## config.mk

```make
export PLATFORM = sky130hd
export DESIGN_NAME = seg7_scan
export DESIGN_NICKNAME = d
export VERILOG_FILES = /design/src/rtl/seg7_scan.sv
export SDC_FILE = /design/constraint.sdc
export NUM_CORES = 1
export LEC_CHECK = 0
export CAP_MARGIN = 20
export CORE_ASPECT_RATIO = 0.8
export CORE_MARGIN = 5
export CORE_UTILIZATION = 36
export CTS_BUF_LIST = sky130_fd_sc_hd__clkbuf_2
export DETAILED_ROUTE_END_ITERATION = 7
export GPL_ROUTABILITY_DRIVEN = 0
export GPL_TIMING_DRIVEN = 0
export SYNTH_ARGS = -nofsm -noshare
export SYNTH_HDL_FRONTEND = slang
export SYNTH_SLANG_ARGS = --single-unit
```

## constraint.sdc

```tcl
create_clock -name clk -period 3 [get_ports clk]
set_input_delay 0.75 -clock clk [delete_from_list [all_inputs] [get_ports clk]]
set_output_delay 0.75 -clock clk [all_outputs]
set_load 0.01 [all_outputs]
```

## src/rtl/seg7_scan.sv

```systemverilog
// Time-multiplexed scan driver for a common-anode 7-segment display with tear-free value updates.
// Optional leading-zero blanking is enabled by defining SEG7_SCAN_LZB_EN.
module seg7_scan #(
  parameter int NUM_DIGITS   = 4,
  parameter int SCAN_DIV     = 50000,
  parameter int BLANK_CYCLES = 500
) (
  input  logic                    clk,
  input  logic                    rst_n,
  input  logic [4*NUM_DIGITS-1:0] value,
  input  logic                    load,
  input  logic [NUM_DIGITS-1:0]   dp_in,
  output logic [3:0]              num,
  output logic [NUM_DIGITS-1:0]   digit_en_n,
  output logic                    dp_n,
  output logic                    pending,
  output logic                    frame_done
);

  localparam int DW = 4 * NUM_DIGITS;
  localparam int CW = $clog2(SCAN_DIV);
  localparam int IW = (NUM_DIGITS > 1) ? $clog2(NUM_DIGITS) : 1;

  localparam logic [0:0] ST_BLANK = 1'b0;
  localparam logic [0:0] ST_SHOW  = 1'b1;

  logic [CW-1:0]         cnt_q, cnt_d;
  logic [IW-1:0]         idx_q, idx_d;
  logic [0:0]            state_q, state_d;
  logic [DW-1:0]         shadow_val_q, shadow_val_d;
  logic [NUM_DIGITS-1:0] shadow_dp_q, shadow_dp_d;
  logic [DW-1:0]         disp_val_q, disp_val_d;
  logic [NUM_DIGITS-1:0] disp_dp_q, disp_dp_d;
  logic                  pending_q, pending_d;
  logic [3:0]            num_q, num_d;
  logic [NUM_DIGITS-1:0] digit_en_n_q, digit_en_n_d;
  logic                  dp_n_q, dp_n_d;
  logic                  frame_done_q, frame_done_d;

  logic slot_end, frame_end, show_en;

`ifdef SEG7_SCAN_LZB_EN
  logic [NUM_DIGITS-1:0] lz_blank;
  logic                  seen_nz;
`endif

  // NOTE: combinational blocks use blocking '=' with a default for every output first, so no latch is inferred.
  always_comb begin
    slot_end  = (cnt_q == CW'(SCAN_DIV - 1));
    frame_end = slot_end && (idx_q == IW'(NUM_DIGITS - 1));

    cnt_d = slot_end ? '0 : cnt_q + CW'(1);
    idx_d = idx_q;
    if (slot_end) idx_d = (idx_q == IW'(NUM_DIGITS - 1)) ? '0 : idx_q + IW'(1);

    state_d = state_q;
    if (state_q == ST_BLANK) begin
      if (cnt_q == CW'(BLANK_CYCLES - 1)) state_d = ST_SHOW;
    end else if (slot_end) begin
      state_d = ST_BLANK;
    end

    // Shadow always takes a load; display only changes at the frame wrap, so a frame is never torn.
    shadow_val_d = shadow_val_q;
    shadow_dp_d  = shadow_dp_q;
    disp_val_d   = disp_val_q;
    disp_dp_d    = disp_dp_q;
    pending_d    = pending_q;
    if (load) begin
      shadow_val_d = value;
      shadow_dp_d  = dp_in;
    end
    if (frame_end) begin
      pending_d = 1'b0;
      if (load) begin
        disp_val_d = value;
        disp_dp_d  = dp_in;
      end else if (pending_q) begin
        disp_val_d = shadow_val_q;
        disp_dp_d  = shadow_dp_q;
      end
    end else if (load) begin
      pending_d = 1'b1;
    end

    frame_done_d = frame_end;

    // The nibble is set on the edge entering BLANK so it settles before the anode turns on.
    num_d = num_q;
    if (cnt_d == '0) num_d = disp_val_d[{idx_d, 2'b00} +: 4];

`ifdef SEG7_SCAN_LZB_EN
    lz_blank = '0;
    seen_nz  = 1'b0;
    for (int i = NUM_DIGITS - 1; i >= 1; i--) begin
      if (disp_val_d[4*i +: 4] != 4'h0) seen_nz = 1'b1;
      lz_blank[i] = ~seen_nz;
    end
    show_en = ~lz_blank[idx_d] | disp_dp_d[idx_d];
`else
    show_en = 1'b1;
`endif

    digit_en_n_d = '1;
    dp_n_d       = 1'b1;
    if (state_d == ST_SHOW) begin
      dp_n_d = ~disp_dp_d[idx_d];
      if (show_en) digit_en_n_d[idx_d] = 1'b0;
    end
  end

  // NOTE: sequential state uses non-blocking '<=' so every flop samples pre-edge values.
  always_ff @(posedge clk or negedge rst_n) begin
    if (!rst_n) begin
      cnt_q        <= '0;
      idx_q        <= '0;
      state_q      <= ST_BLANK;
      shadow_val_q <= '0;
      shadow_dp_q  <= '0;
      disp_val_q   <= '0;
      disp_dp_q    <= '0;
      pending_q    <= 1'b0;
      num_q        <= 4'h0;
      digit_en_n_q <= '1;
      dp_n_q       <= 1'b1;
      frame_done_q <= 1'b0;
    end else begin
      cnt_q        <= cnt_d;
      idx_q        <= idx_d;
      state_q      <= state_d;
      shadow_val_q <= shadow_val_d;
      shadow_dp_q  <= shadow_dp_d;
      disp_val_q   <= disp_val_d;
      disp_dp_q    <= disp_dp_d;
      pending_q    <= pending_d;
      num_q        <= num_d;
      digit_en_n_q <= digit_en_n_d;
      dp_n_q       <= dp_n_d;
      frame_done_q <= frame_done_d;
    end
  end

  assign num        = num_q;
  assign digit_en_n = digit_en_n_q;
  assign dp_n       = dp_n_q;
  assign pending    = pending_q;
  assign frame_done = frame_done_q;

endmodule

```

Word level (Yosys, flattened, before mapping)
Cells that the tools add are included.
{ "word_totals": {"regBits": 70, "input_bits": 23} }
{ "op_classes": {"add_sub_neg": 2, "magnitude_cmp": 2, "n_eq_ne": 3, "shift": 1, "mux": 20, "bitwise_logic": 2, "reduce_logical": 4} }
{ "op_table": {"columns": ["operator", "n"], "rows": [
  ["16-bit two-way mux", 4],
  ["16-bit by 1-bit adder with 16-bit output, second input constant", 1],
  ["16-bit equality test, second input constant", 1],
  ["16-bit by 9-bit equality test with 1-bit output, second input constant", 1],
  ["16-bit zero test", 1],
  ["4-bit two-way mux", 4],
  ["16-bit by 5-bit variable part select with 4-bit output", 1],
  ["1-bit two-way mux", 8],
  ["2-bit two-way mux", 2],
  ["4-bit NOT", 1],
  ["2-bit by 3-bit less-than comparator with 1-bit output, second input constant", 1],
  ["2-bit by 1-bit adder with 2-bit output, second input constant", 1],
  ["1-bit binary-select mux with 2-bit select", 1],
  ["1-bit demux with 2-bit select", 1],
  ["2-bit equality test, second input constant", 1],
  ["2-bit by 1-bit greater-or-equal comparator with 1-bit output, second input constant", 1],
  ["1-bit logical AND", 2],
  ["2-bit nonzero test", 1],
  ["1-bit NOT", 1]
]} }

Depth between registers and ports, before layout
{ "logic_depth": {"word_depth": 9, "ltp_mapped": 10, "depth_no_buf": 8} }

Worst setup path after synthesis
No wires, ideal clock.
{ "synth_timing": {"kind": "reg2reg", "from": "register cnt_q[10]", "to": "register dp_n_q, in the netlist dp_n", "setup_ps": 81, "t_arrival_ps": 2668, "slack_ps": 251, "path_stages_with_launch": 10, "path_buffers": 3, "period_less_slack_ps": 2749, "cell_sequence": "dfrtp_1 > buf_6 > or4_4 > buf_6 > or4_4 > buf_6 > nor2_8 > mux2_2 > mux2_2 > o211ai_1"} }
{ "synth_via": {"elab_chain_cells": 7} }
{ "synth_lines": {"columns": ["element", "line", "source"], "rows": [
  ["start, declared", "27", "logic [CW-1:0] cnt_q, cnt_d;"],
  ["start signal, assigned", "128", "cnt_q <= cnt_d;"],
  ["16-bit equality test", "49", "slot_end = (cnt_q == CW'(SCAN_DIV - 1));"],
  ["1-bit logical AND", "50", "frame_end = slot_end && (idx_q == IW'(NUM_DIGITS - 1));"],
  ["4-bit two-way mux", "73", "if (frame_end) begin"],
  ["named net disp_dp_d[3]", "33", "logic [NUM_DIGITS-1:0] disp_dp_q, disp_dp_d;"],
  ["1-bit binary-select mux with 2-bit select", "107", "dp_n_d = ~disp_dp_d[idx_d];"],
  ["1-bit two-way mux (not written as such)", "107", null],
  ["1-bit NOT", "107", null],
  ["1-bit two-way mux", "106", "if (state_d == ST_SHOW) begin"],
  ["named net dp_n_d", "37", "logic dp_n_q, dp_n_d;"],
  ["end signal, assigned", "138", "dp_n_q <= dp_n_d;"],
  ["end, declared", "37", null]
]} }
The timed path passes the listed nets, and every way through them passes these cells. The select of a mux whose other input is x is not followed.
A chain may end at the register's enable or synchronous reset.

Worst setup path in the final report
{ "layout_timing": {"from": "input port load", "to": "register num_q[1], in the netlist num[1]"} }
{ "layout_via": {"elab_chain_cells": 3} }
{ "layout_lines": {"columns": ["element", "line", "source"], "rows": [
  ["start, declared", "11", "input logic load,"],
  ["16-bit two-way mux", "75", "if (load) begin"],
  ["16-bit two-way mux", "73", null],
  ["16-bit by 5-bit variable part select with 4-bit output", "90", "if (cnt_d == '0) num_d = disp_val_d[{idx_d, 2'b00} +: 4];"],
  ["end signal, assigned", "136", "num_q <= num_d;"],
  ["end, declared", "35", "logic [3:0] num_q, num_d;"]
]} }
No other way between the ends.

==> metrics.cfg <==
[outcome]
outcome = completed

[routing]
first_pass_iters = 4
wl_per_cell_um = 15.6
wl_mm = 7.31
ant_nets = 0
via_per_inst = 5.09
num_vias = 2388
drtIter0Drc = 119
drc = 0

[final_layout]
ff_latch_area_mm2 = 0.00176
area_growth_syn_to_layout_pct = 19.6
fillCellCount = 873
final_nets = 374
multi_input_area_mm2 = 0.00149
n_antenna_cell = 0
final_core_util_pct = 44.2
drive_gt1_share_pct = 22.6

[grt]
grt_busiest_layer = met2
met3_usage_pct = 4.19
grt-ovfl-total = 0
grt_pass1_vias = 2301
use_met2_pct = 19.6
grtUsageTotal_pct = 13.7
grt_util_met1_pct = 19.5
grt_first_pass_wirelength_mm = 12.2
grt_max_degree = 71
antenna_found_initial = 0

[critical_path]
crit_required_ps = 3430
cp_max_fo = 10
cpPeakStageDelay_ps = 850
rr_startpoint = cnt_q[4]
rrSetupSlack_ps = 90
rr_worst_depth = 8
critPathTopFamily = compound AO/OA/AOI/OAI gates
path_cells = clkdlybuf4s50_1 -> o21ai_0 -> clkbuf_1 -> nor3_1 -> a21oi_1 -> o211ai_1 -> a31o_1
critPathArrivalTime_ps = 3370
critical_path.startpoint = load
worst_path_max_delay_cell = o21ai_0
critPathBufInv = 2
regToRegEndpoint = dp_n
critPathLaunchType = input port
critical_path_class = in2reg
crit_path_end_kind = flop

[synth]
synth_area_leaders = dfrtp_1 (48%), mux2_2 (4.3%), dfstp_2 (3.9%)
synth_edf_count = 0
yosysMostFrequentCell = dfrtp_1
netlist_area_mm2 = 0.00337
avgSynthCellArea_um2 = 11.1
synth_top_area_share_pct = 48.3
synth_cell_type_count = 54
ys_warn_count = 0
synth_top_flop_cell = dfrtp_1
synth_top_area_cell = dfrtp_1
netlist_instances = 303
ys_seq_area_share_pct = 52.2
ys_ff_latch = 70
yosys-top-cells-count = dfrtp_1 (65), inv_1 (19), nor2_1 (17)
syn-num-nets = 328
synth-async-reset-ratio_pct = 100

[floorplan]
fp.dieW_um = 118
initial_core_util_pct = 37.0
core_area_mm2 = 0.00911
die_y_um = 96.5
io-pin-count = 34
num_rows = 31
dieArea_mm2 = 0.0114

[clock_tree]
clk_latency_ps = 510
htreeDepth = 3
ctsLongestPathBuffers = 2
cts.clk_slew.worst_paths_ps = 190
cts_hold_buf = 0
tritoncts = done
numCtsBuffers = 9
clockRootBuffer = clkbuf_2
cts_sinks = 70

[power_and_ir_drop]
ir_drop_mv = 0.254
power.density_mw_per_mm2 = 396
finalPower_mw = 1.59
leakagePower_nw = 1.84

[run]
drv_cap = 0

[sta]
finalSetupViolations = 0
fmax_ghz = 0.340
setup_tns_ps = 0
relSlewSlack_pct = 30.8
period_needed_ps = 2940
worst_pin_slew_ps = 1030
slew_violations = 0
hold_viol = 0
worst_clock_skew_ps = 23.3
period_share_pct = 97.9

[place]
dp_hpwl_mm = 5.03
port_buffers = 33

[min_path]
hp-class = in2async

-- metal layers --
layer / part of all wire [%] / wire, µm
met1: 52 / 3770
met2: 41 / 3030
met3: 5.5 / 403
met4: 1.5 / 108
met5: 0 / 0
-- flip-flops by register name, indices dropped and copies added, names as in the netlist --
name / cells
frame_done: 1
num: 4
disp_dp_q: 4
dp_n: 1
shadow_val_q: 16
pending: 1
cnt_q: 16
idx_q: 2
digit_en_n: 4
state_q: 1
disp_val_q: 16
shadow_dp_q: 4
-- placed cells by master (no fill, tap or decap), types with 3 or more instances in the layout --
| cell type | netlist | final |
|---|---|---|
| a211oi_2 | 0 | 4 |
| mux2_4 | 2 | 5 |
| xnor2_1 | 7 | 7 |
| buf_6 | 4 | 3 |
| clkinv_2 | 0 | 4 |
| buf_4 | 0 | 3 |
| o31a_1 | 3 | 3 |
| nor3_2 | 5 | 5 |
| a21oi_1 | 11 | 11 |
| clkbuf_1 | 7 | 6 |
| o21ai_0 | 11 | 11 |
| or2_2 | 6 | 6 |
| buf_2 | 4 | 5 |
| and3_1 | 4 | 4 |
| nand2_1 | 12 | 12 |
| nor2_1 | 17 | 17 |
| xor2_1 | 9 | 9 |
| o31ai_1 | 5 | 5 |
| a21boi_0 | 5 | 5 |
| clkbuf_2 | 0 | 12 |
| nand4_1 | 3 | 3 |
| clkdlybuf4s50_1 | 0 | 32 |
| dfstp_2 | 5 | 5 |
| nand3_1 | 9 | 8 |
| mux2_2 | 13 | 12 |
| nor3_1 | 11 | 11 |
| dfrtp_1 | 65 | 65 |
| inv_1 | 19 | 19 |
| mux2i_1 | 12 | 11 |
| nor2b_1 | 3 | 3 |
| o211ai_1 | 6 | 6 |
-- layout make-up --
cell class / count / area share [%]
clock inverter: 5 / 1.24
sequential: 70 / 43.6
inverter: 21 / 1.96
tap: 115 / 3.57
timing repair buffer: 36 / 8.78
buffer: 17 / 2.54
multi-input combinational: 194 / 36.9
clock buffer: 11 / 1.37
-- through the flow --
| stage | worst slack [ps] | instances | hold WS, ps | cell area (µm²) |
|---|---|---|---|---|
| after floorplan | 251 | 303 | 439 | 3370 |
| after global placement | -1230 | 451 | 454 | 3840 |
| after detailed placement | -641 | 451 | 460 | 3840 |
| after CTS | -40.8 | 469 | 321 | 3990 |
| after global routing | -29.7 | 469 | 362 | 4030 |
| final | 62.0 | 469 | 345 | 4030 |
-- where the power goes --
| group | internal, mW | switching (mW) | total [mW] | leakage, nW |
|---|---|---|---|---|
| logic | 0.0483 | 0.0482 | 0.0965 | 0.882 |
| registers | 0.971 | 0.00659 | 0.978 | 0.885 |
| clock network | 0.194 | 0.327 | 0.521 | 0.0755 |
| total | 1.21 | 0.381 | 1.59 | 1.84 |
-- worst reg2reg max path, stage by stage, from the launching register on --
cell	delay, ps
dfrtp_1	400
clkbuf_1	200
or4bb_4	610
or4_4	510
buf_12	160
nor2_8	110
mux2_4	320
mux2_4	290
o211ai_1	210
-- timing repair --
| item | in CTS | in global routing |
|---|---|---|
| pin swaps | 2 | 2 |
| endpoints found under the setup margin | 7 | 5 |
| buffers inserted | 2 | 1 |
| gates resized for setup | 5 | 16 |
-- how the worst max path moves through the flow --
stage / endpoint / slack, ps / cells past startpoint
3_3_place_gp: cnt_q[2] / -1230 / 1
2_1_floorplan: dp_n / 250 / 9
5_1_grt: num[3] / -30 / 7
6_report: num[1] / 60 / 7
4_1_cts: dp_n / -40 / 9
3_5_place_dp: num[0] / -640 / 8
-- cell families after synthesis --
family / after synthesis / share of synthesized area [%]
compound gates: 56 / 11.4
mux: 29 / 9.47
flops: 70 / 52.2
simple gates: 91 / 16.7
xor+xnor: 16 / 4.16
fa+ha+maj: 2 / 0.743
buf+inv: 39 / 5.38
Note: power is estimated with default switching activity, not from simulation.
